`src/rtl/ser2par8_if.sv`:
```
// Serial-in / parallel-out bus bundle for ser2par8.
// master drives the serial line and bit-sample enable; slave (the deserialiser)
// returns the assembled byte and the one-cycle strobes.
interface ser2par8_if;
   logic       sen;
   logic       sin;
   logic [7:0] dout;
   logic       pl;
   logic       ferr;
   logic       perr;
   logic       busy;

   modport master (
      output sen, sin,
      input  dout, pl, ferr, perr, busy
   );

   modport slave (
      input  sen, sin,
      output dout, pl, ferr, perr, busy
   );
endinterface

```
`src/rtl/ser2par8.sv`:
```
// ser2par8: 8-bit serial-to-parallel receiver with start/stop framing.
// Samples sin only on cycles with sen=1. A good frame loads dout and pulses pl
// for one cycle; a bad stop bit pulses ferr, a parity miss pulses perr.
// Optional feature macro: PARITY_EN (adds the PAR state and an even-parity check).
//
// state | meaning
// ------+------------------------------------------------------------
// IDLE  | line idle, waiting for a start bit (sin=0)
// DATA  | shifting in the 8 data bits, bit counter tracks position
// PAR   | sampling the even-parity bit (PARITY_EN builds only)
// STOP  | sampling the stop bit, issuing pl / ferr / perr
module ser2par8 #(
   parameter bit MSB_FIRST = 1'b1
) (
   input logic       clk,
   input logic       rst,
   ser2par8_if.slave bus
);

   localparam logic [1:0] S_IDLE = 2'd0;
   localparam logic [1:0] S_DATA = 2'd1;
`ifdef PARITY_EN
   localparam logic [1:0] S_PAR  = 2'd2;
`endif
   localparam logic [1:0] S_STOP = 2'd3;

   logic [1:0] state_q, state_d;
   logic [2:0] cnt_q,   cnt_d;
   logic [7:0] shreg_q, shreg_d;
   logic [7:0] dout_q,  dout_d;
   logic       pl_q,    pl_d;
   logic       ferr_q,  ferr_d;
`ifdef PARITY_EN
   logic       perr_q,  perr_d;
   logic       pflag_q, pflag_d;
`endif

   // next-state, shift and strobe logic; strobes default low so they last one cycle
   always_comb begin
      state_d = state_q;
      cnt_d   = cnt_q;
      shreg_d = shreg_q;
      dout_d  = dout_q;
      pl_d    = 1'b0;
      ferr_d  = 1'b0;
`ifdef PARITY_EN
      perr_d  = 1'b0;
      pflag_d = pflag_q;
`endif
      if (bus.sen) begin
         case (state_q)
            S_IDLE: begin
               if (!bus.sin) begin
                  state_d = S_DATA;
                  cnt_d   = 3'd0;
               end
            end
            S_DATA: begin
               if (MSB_FIRST) shreg_d = {shreg_q[6:0], bus.sin};
               else           shreg_d = {bus.sin, shreg_q[7:1]};
               cnt_d = cnt_q + 3'd1;
               if (cnt_q == 3'd7) begin
`ifdef PARITY_EN
                  state_d = S_PAR;
`else
                  state_d = S_STOP;
`endif
               end
            end
`ifdef PARITY_EN
            S_PAR: begin
               pflag_d = (^shreg_q) ^ bus.sin;
               state_d = S_STOP;
            end
`endif
            S_STOP: begin
               state_d = S_IDLE;
               // a bad stop bit wins over a parity miss
               if (!bus.sin) begin
                  ferr_d = 1'b1;
`ifdef PARITY_EN
               end else if (pflag_q) begin
                  perr_d = 1'b1;
`endif
               end else begin
                  pl_d   = 1'b1;
                  dout_d = shreg_q;
               end
            end
            default: state_d = S_IDLE;
         endcase
      end
   end

   // state registers; reset discards any partial frame without strobing
   always_ff @(posedge clk or posedge rst) begin
      if (rst) begin
         state_q <= S_IDLE;
         cnt_q   <= 3'd0;
         shreg_q <= 8'h00;
         dout_q  <= 8'h00;
         pl_q    <= 1'b0;
         ferr_q  <= 1'b0;
`ifdef PARITY_EN
         perr_q  <= 1'b0;
         pflag_q <= 1'b0;
`endif
      end else begin
         state_q <= state_d;
         cnt_q   <= cnt_d;
         shreg_q <= shreg_d;
         dout_q  <= dout_d;
         pl_q    <= pl_d;
         ferr_q  <= ferr_d;
`ifdef PARITY_EN
         perr_q  <= perr_d;
         pflag_q <= pflag_d;
`endif
      end
   end

   assign bus.dout = dout_q;
   assign bus.pl   = pl_q;
   assign bus.ferr = ferr_q;
`ifdef PARITY_EN
   assign bus.perr = perr_q;
`else
   assign bus.perr = 1'b0;
`endif
   assign bus.busy = (state_q != S_IDLE);

endmodule

```
`src/flat_wrapper.sv`:
```
// flat-port wrapper written by rule: the top's interface ports become plain ports
module ser2par8_flat 
#(
   parameter bit MSB_FIRST = 1'b1
)
  (clk, rst, bus_sen, bus_sin, bus_dout, bus_pl, bus_ferr, bus_perr, bus_busy);
  ser2par8_if bus_i ();
  input logic clk;
  input logic rst;
  input wire logic [$bits(bus_i.sen)-1:0] bus_sen;
  input wire logic [$bits(bus_i.sin)-1:0] bus_sin;
  output wire logic [$bits(bus_i.dout)-1:0] bus_dout;
  output wire logic [$bits(bus_i.pl)-1:0] bus_pl;
  output wire logic [$bits(bus_i.ferr)-1:0] bus_ferr;
  output wire logic [$bits(bus_i.perr)-1:0] bus_perr;
  output wire logic [$bits(bus_i.busy)-1:0] bus_busy;
  assign bus_i.sen = bus_sen;
  assign bus_i.sin = bus_sin;
  assign bus_dout = bus_i.dout;
  assign bus_pl = bus_i.pl;
  assign bus_ferr = bus_i.ferr;
  assign bus_perr = bus_i.perr;
  assign bus_busy = bus_i.busy;
  ser2par8 #(.MSB_FIRST(MSB_FIRST)) u_core (.clk(clk), .rst(rst), .bus(bus_i));
endmodule
```
`config.mk`:
```
export PLATFORM = sky130hd
export DESIGN_NAME = ser2par8_flat
export DESIGN_NICKNAME = d
export VERILOG_FILES = /design/src/rtl/ser2par8_if.sv /design/src/rtl/ser2par8.sv /design/src/flat_wrapper.sv
export SDC_FILE = /design/constraint.sdc
export NUM_CORES = 1
export LEC_CHECK = 0
export ABC_AREA = 1
export CAP_MARGIN = 20
export CORE_MARGIN = 1
export CORE_UTILIZATION = 48
export CTS_CLUSTER_SIZE = 28
export DETAILED_ROUTE_END_ITERATION = 10
export DONT_BUFFER_PORTS = 1
export PLACE_DENSITY = 0.66
export SETUP_SLACK_MARGIN = 0.02
export SLEW_MARGIN = 5
export SYNTH_ARGS = -nofsm -noshare
export SYNTH_HDL_FRONTEND = slang
export SYNTH_SLANG_ARGS = --single-unit
```
`constraint.sdc`:
```
create_clock -name clk -period 3.8 [get_ports clk]
set_clock_uncertainty 0.15 [all_clocks]
set_input_delay 0.76 -clock clk [delete_from_list [all_inputs] [get_ports clk]]
set_output_delay 0.76 -clock clk [all_outputs]
set_load 0.05 [all_outputs]
```
# == After elaboration in Yosys (flattened, before gate mapping) ==
# Index checks and enable logic that the tools add are counted.
# op_classes
n_mux,11
eq_ne,5
n_reduce_logical,7
add_sub_neg,1
# ops
op,n
$reduce_and A3 Y1,3
$mux W1,6
$pmux W3 S2,1
$mux W2,2
$pmux W2 S2,1
$reduce_bool A2 Y1,2
$add A3 B1 Y3 const B,1
$eq A3 B3 Y1 const B,1
$mux W3,1
$eq A2 B1 Y1 const B,1
$eq A2 B2 Y1 const B,1
$logic_not A2 Y1,1
$ne A2 B1 Y1 const B,1
$ne A2 B2 Y1 const B,1
$reduce_and A2 Y1,1
# word_totals
regBits,23
word_cells,30
out_inout_bits,12
input_bits,4

# == Logic depth before layout (Yosys ltp) ==
# Gate-level depths: netlist of run 1.
# depth
word_depth,3
depth_mapped,6
mapped_depth_nobuf,5

# == Least setup slack after synthesis of run 1 ==
# No wires, ideal clock.
# synth_path
kind,reg-to-output
start,reg u_core.state_q[1]
end,out bus_busy
slack_ns,2.076
stages_incl_launch_ff,2
path_buffers,0
t_arrival_ns,0.814
cell_sequence,dfrtp_1 or2_2
# synth_via
elab_chain_len,1
# synth_lines
element,line_no,rtl
"start, declared",ser2par8.sv:27,"logic [1:0] state_q, state_d;"
"start signal, assigned",ser2par8.sv:109,state_q <= state_d;
$reduce_bool A2 Y1,ser2par8.sv:130,assign bus.busy = (state_q != S_IDLE);
"end, declared",flat_wrapper.sv:16,output wire logic [$bits(bus_i.busy)-1:0] bus_busy;
# No other way between the ends.

# == Final worst setup path of run 1 ==
# Ends and elaborated chain as after synthesis.

==> qor.txt, run 1 <==
=================================================================================
Post-detailed-route count of antenna-violating nets                             0
CORE AREA                                                             0.00180 mm2
Clock tree from TritonCTS                                                   built
Cell area after technology mapping                                        960 um2
Initial standard-cell utilization of the core                               0.533
Total negative slack for setup checks                                        0 ns
CP Launch Type                                                           register
Data required, critical path                                              2.89 ns
Leading cell types by count after synthesis                          nand2_1 (51), dfrtp_1 (23), nand3_1 (12)
Delay of the slowest cell on the worst path                               0.45 ns
Cell area after layout                                                    993 um2
Static leakage                                                        0.000570 uW
Number of detailed-route iterations in the first pass                           5
Post-layout power                                                          535 uW
Clock tree buffer depth                                                         2
Drt first-iter violations                                                       7
Combinational cell fraction of total power                                  0.156
Count of buffers added by post-CTS timing repair for setup                      0
Clock sink count                                                               23
Cells resized by post-CTS repair                                                0
Unrepaired setup endpoints after global routing                             false
Outcome                                                              complete, no violations
Number of standard-cell rows in the floorplan                                  15
Peak supply drop                                                           383 uV
Vias per cell                                                                4.85
Sequential share of power                                                   0.641
Routed via count                                                              645
Switching power total                                                      174 uW
Power Internal                                                             361 uW
Layout overhead on the synthesized area                                     3.52%
Clock root buffer master                                                 clkbuf_4
Layout cells sized above 1                                                  0.120
Fraction of registers with async set or reset after synthesis                1.00
P per Cell Area                                                        539 mW/mm2
Count leader, synth                                                       nand2_1
Category of the worst setup path capture point                        output port
Cell family with most CP delay                                         flip-flops
Die extent in y                                                           46.7 um
Number of distinct library cells after synthesis                               17
Worst Path Class, Setup                                                   reg2out
H-tree depth                                                                    1
Number of top-level pins                                                       16
Hold Crit Depth                                                                 2
Number of pins with negative max-slew slack in the final report                 0
Library cell with the largest summed area after synthesis                 dfrtp_1
Post-route DRC violation count                                                  0
Top_reg_cell synth                                                        dfrtp_1
Achievable Freq                                                           476 MHz
Number of diodes added for antenna fixing                                       0
Largest net degree at the start of global routing                              24
Floorplan die area                                                    0.00218 mm2
Antenna violations before repair                                                0
Critical-path top delay cell                                              dfrtp_1
Clock group share of total power                                            0.203
Logic depth of the worst path, buffers included                                 1
# setup viols final                                                             0
Number of synthesized flops with an enable pin                                  0
Number of nets in the layout                                                  115
Port Buf Inserts                                                                0
Average routed wire per standard cell                                     11.4 um
Total wirelength of the detailed-routed design                            1510 um
Core Util, Final                                                            0.551
Crit path buf inv count                                                         0
Final hold vios                                                                 0
Minimum setup slack after placement                                       2.04 ns
Max-Slew Margin vs Limit                                                    0.437
Die Width                                                                 46.7 um
Mean post-synth cell area                                                8.89 um2
Maximum fanout count along the critical path                                    5
Register bit count reported by yosys                                           23
Final RePlAce weighted congestion                                           0.770
Type of the tightest min-delay check                                      reg2reg
Synthesis warning total                                                         0
Number of global-route vias before repair                                     569
Inserted Clock Buffers                                                          3
Clock transition at path regs                                             0.12 ns
Transition time at the pin with the least slew margin                    0.843 ns
Seq/Total Area, Yosys                                                       0.600
Wire length of the first global-routing pass                              2520 um
Portion of synthesized cell area occupied by the leading cell type          0.600
Number of cells traversed by the worst register-to-register path                4
Cell types occupying the most area after synthesis                   dfrtp_1 (60%), nand2_1 (20%), nand3_1 (6.3%), ha_1 (2.6%), nand2_2 (2.0%)
Share of the clock period used by the worst path after layout               0.552
Cell chain of the critical path                                             or2_2
Clock latency on the worst-skew pair                                      0.30 ns
Syn_nets                                                                      114
Total cell area at the placement stage                                    966 um2
Overflow after GRT                                                              0
WP data arrival                                                           1.19 ns
Count of mapped cells out of synthesis                                        108
Number of filler cells placed in the layout                                   175
Switch share                                                                0.325
Minimum clock period                                                      2.10 ns
Combined global-route utilization of all metal layers                       0.164
Cts hold-fix bufs                                                               0
PnR worst setup slack                                                     1.70 ns
Max_cap viols                                                                   0
Detailed-placement wirelength estimate                                    1020 um
=================================================================================
placed cells by master, fill, tap and decap left out, drive strengths merged:
cell type and n:
nand2 54, dfrtp 23, nand3 12, inv 6, clkbuf 3, nor2 3
ha 2, o21ai 1, or2 1, nor3 1, conb 1, clkinv 1
layout make-up:
| type | count | area, um2 | area share |
|---|---|---|---|
| inverter | 6 | 22.5 | 0.0227 |
| clock inverter | 1 | 5.00 | 0.00504 |
| tap | 25 | 31.3 | 0.0315 |
| clock buffer | 3 | 22.5 | 0.0227 |
| sequential | 23 | 576 | 0.579 |
| multi-input combinational | 75 | 337 | 0.339 |
worst paths after layout:
kind | startpoint | endpoint | slack (ns)
min reg2reg | u_core.cnt_q[2] | u_core.cnt_q[2] | 0.34
max in group asynchronous | rst | u_core.shreg_q[1] | 2.64
min in group asynchronous | rst | u_core.bus.ferr | 0.35
min | u_core.cnt_q[2] | u_core.cnt_q[2] | 0.34
max | u_core.state_q[1] | bus_busy | 1.70
max reg2reg | u_core.state_q[1] | u_core.shreg_q[2] | 2.17
power by group through the flow:
stage / Clock, uW / Sequential (uW) / Combinational (uW)
3_5_place_dp: 0 / 349 / 85.1
6_report: 109 / 343 / 83.7
4_1_cts: 116 / 344 / 85.2
3_3_place_gp: 0 / 346 / 81.2
5_1_grt: 128 / 349 / 99.6
2_1_floorplan: 0 / 340 / 77.2
per-stage QoR:
stage / cells / hold WS (ns)
CTS: 133 / 0.340
global placement: 129 / 0.311
detailed placement: 129 / 0.320
finish: 133 / 0.344
floorplan: 108 / 0.292
global route: 133 / 0.326
logic make-up (layout without fill, tap and decap cells):
| kind of cell | after synthesis | in the layout | share of synthesized area |
|---|---|---|---|
| other | 1 | 1 | 0.00391 |
| buffers and inverters | 10 | 10 | 0.0495 |
| flip-flops | 23 | 23 | 0.600 |
| adder cells (fa/ha/maj) | 2 | 2 | 0.0261 |
| AND/OR/NAND/NOR | 71 | 71 | 0.316 |
| AO/OA/AOI/OAI | 1 | 1 | 0.00521 |
flip-flops by register name (all words and copies together), names as in the netlist:
signal,count
u_core.bus.pl,1
u_core.cnt_q,3
u_core.shreg_q,8
u_core.bus.dout,8
u_core.bus.ferr,1
u_core.state_q,2
metal layers:
layer | global-route usage | up-vias | share of wire
met5 | 0 | - | 0
met4 | 0.0343 | 0 | 0.0046
met3 | 0.0588 | 2 | 0.034
met2 | 0.242 | 13 | 0.49
met1 | 0.234 | 299 | 0.47
li1 | - | 331 | -
No activity file was read; power rests on OpenSTA's default activity.
==> inputs of run 2 (changes only) <==
Settings changed: PLACE_DENSITY 0.66 to 0.68.
Clock period 3.8 ns to 1.9 ns, I/O delays scaled along.
==> run 2 against run 1 <==
Register-to-register slack lost 1.5 ns. Sequential power grew 100%. Worst hold slack got worse by 0.30 ns. Power rose by 100%. Critical path type unchanged. Largest cell class unchanged.
==> qor.txt, run 2 (synthesis results as in run 1) <==
===============================================================================
WP data arrival                                                         1.17 ns
Non-Filler Instances                                                        138
Post-route DRC violation count                                                0
Hold slack                                                            0.0411 ns
Placed Cells incl. Taps                                                     131
Number of top-level pins                                                     16
Antenna violations before repair                                              0
Logic depth of the worst path, buffers included                               1
Critical-path top delay cell                                            dfrtp_1
Clock sink count                                                             23
Number of filler cells placed in the layout                                 172
Combinational cell fraction of total power                                0.164
Routed via count                                                            691
Cell chain of the critical path                                           or2_2
PnR worst setup slack                                                  0.197 ns
Data required, critical path                                            1.37 ns
Critical Path Source                                               u_core.state_q[1]
Combined global-route utilization of all metal layers                     0.173
Outcome                                                            complete, no violations
Share of the clock period used by the worst path after layout             0.896
Layout overhead on the synthesized area                                   8.08%
Port Buf Inserts                                                              0
Inserted Clock Buffers                                                        3
CP Launch Type                                                         register
Drt first-iter violations                                                    20
Clock tree from TritonCTS                                                 built
Minimum setup slack after placement                                    0.541 ns
Minimum clock period                                                    1.70 ns
Type of the tightest min-delay check                                     in2reg
Worst reg2reg path endpoint                                        u_core.cnt_q[2]
Critical R2R Launch                                                u_core.cnt_q[0]
Static leakage                                                      0.000590 uW
Number of pins with negative max-slew slack in the final report               0
Clock tree buffer depth                                                       2
Number of detailed-route iterations in the first pass                         4
CORE AREA                                                           0.00180 mm2
Clock transition at path regs                                           0.12 ns
H-tree depth                                                                  1
Average routed wire per standard cell                                   11.2 um
Floorplan die area                                                  0.00218 mm2
Die extent in y                                                         46.7 um
Clock root buffer master                                               clkbuf_4
Cell family with most CP delay                                       flip-flops
Total wirelength of the detailed-routed design                          1550 um
Category of the worst setup path capture point                      output port
# setup viols final                                                           0
Overflow after GRT                                                            0
P per Cell Area                                                     1050 mW/mm2
Commonest non-fill, non-tap cell in the layout                          nand2_1
FF-to-FF setup slack                                                    0.65 ns
Switching power total                                                    351 uW
Most congested layer reported by global routing                            met2
Maximum fanout count along the critical path                                  5
Power Internal                                                           734 uW
Initial standard-cell utilization of the core                             0.533
Largest net degree at the start of global routing                            24
Fraction of met3 tracks used by global routing                           0.0392
Max-Slew Margin vs Limit                                                  0.667
Global routing usage on met1                                              0.220
Detailed-placement wirelength estimate                                  1060 um
Number of diodes added for antenna fixing                                     0
Max_cap viols                                                                 0
Peak supply drop                                                         568 uV
Sequential share of power                                                 0.634
Number of standard-cell rows in the floorplan                                15
Die Width                                                               46.7 um
Switch share                                                              0.323
Vias per cell                                                              5.01
Transition time at the pin with the least slew margin                  0.500 ns
Final RePlAce weighted congestion                                         0.780
Wire length of the first global-routing pass                            2630 um
Clock group share of total power                                          0.202
Critical path destination                                              bus_busy
Delay of the slowest cell on the worst path                             0.45 ns
Layout cells sized above 1                                                0.124
Unrepaired setup endpoints after global routing                           false
Crit path buf inv count                                                       0
Count of buffers added by post-CTS timing repair for setup                    0
Met2 layer usage reported by global route                                 0.286
Achievable Freq                                                         587 MHz
Number of nets in the layout                                                120
Final hold vios                                                               0
Number of cells traversed by the worst register-to-register path              4
Highest-count cells in the layout ignoring fill and taps           nand2_1 (51), dfrtp_1 (23), nand3_1 (12)
Worst Path Class, Setup                                                 reg2out
Clock latency on the worst-skew pair                                    0.30 ns
Total negative slack for setup checks                                      0 ns
Number of global-route vias before repair                                   645
Post-detailed-route count of antenna-violating nets                           0
===============================================================================
==> run 2: cell types whose count changed in the layout (fill, tap and decap cells not counted) <==
cell	previous run	this run
clkbuf_1	0	1
buf_4	0	2
dlygate4sd3_1	0	3
clkinv_2	1	0
==> run 2: through the flow <==
| step | cell area (um2) | utilization | total power, uW |
|---|---|---|---|
| after floorplan | 960 | - | 834 |
| after global placement | 981 | 0.544 | 859 |
| after detailed placement | 981 | 0.544 | 872 |
| after CTS | 1040 | 0.576 | 1100 |
| after global routing | 1040 | 0.576 | 1160 |
| final | 1040 | 0.576 | 1090 |
==> run 2: layout make-up <==
type	instances	area [um2]	share of cell area
clock buffers	4	26.3	0.0253
multi-input cells	75	337	0.324
inverters	6	22.5	0.0217
flip-flops and latches	23	576	0.555
repair buffers	5	45.0	0.0434
well taps	25	31.3	0.0302
==> run 2: worst min-delay path by stage <==
stage	from	endpoint	slack, ns	depth (start not counted)
final	bus_sen	u_core.bus.ferr	0.04	2
after global routing	bus_sen	u_core.bus.ferr	0.03	2
after CTS	bus_sen	u_core.bus.ferr	0.03	2
after detailed placement	rst	u_core.bus.pl	0.18	2
after global placement	rst	u_core.bus.pl	0.18	2
after floorplan	rst	u_core.bus.dout[0]	0.23	1
==> run 2: layer usage <==
metal  vias to the layer above  part of all wire
met5                         -                 0
met4                         0            0.0026
met3                         2             0.036
met2                        20              0.49
met1                       325              0.47
li1                        344                 -
==> run 2: power by group through the flow <==
stage                     Sequential, uW  Clock (uW)  Combinational (uW)
after detailed placement             697           0                 175
after CTS                            686         229                 181
final                                688         220                 178
after global placement               692           0                 167
after floorplan                      680           0                 154
after global routing                 699         247                 215
==> run 2: repair_timing <==
| item | CTS | global route |
|---|---|---|
| hold buffers | 3 | 0 |
| hold endpoints to repair | 25 | 0 |
| gates resized for setup | 0 | 0 |
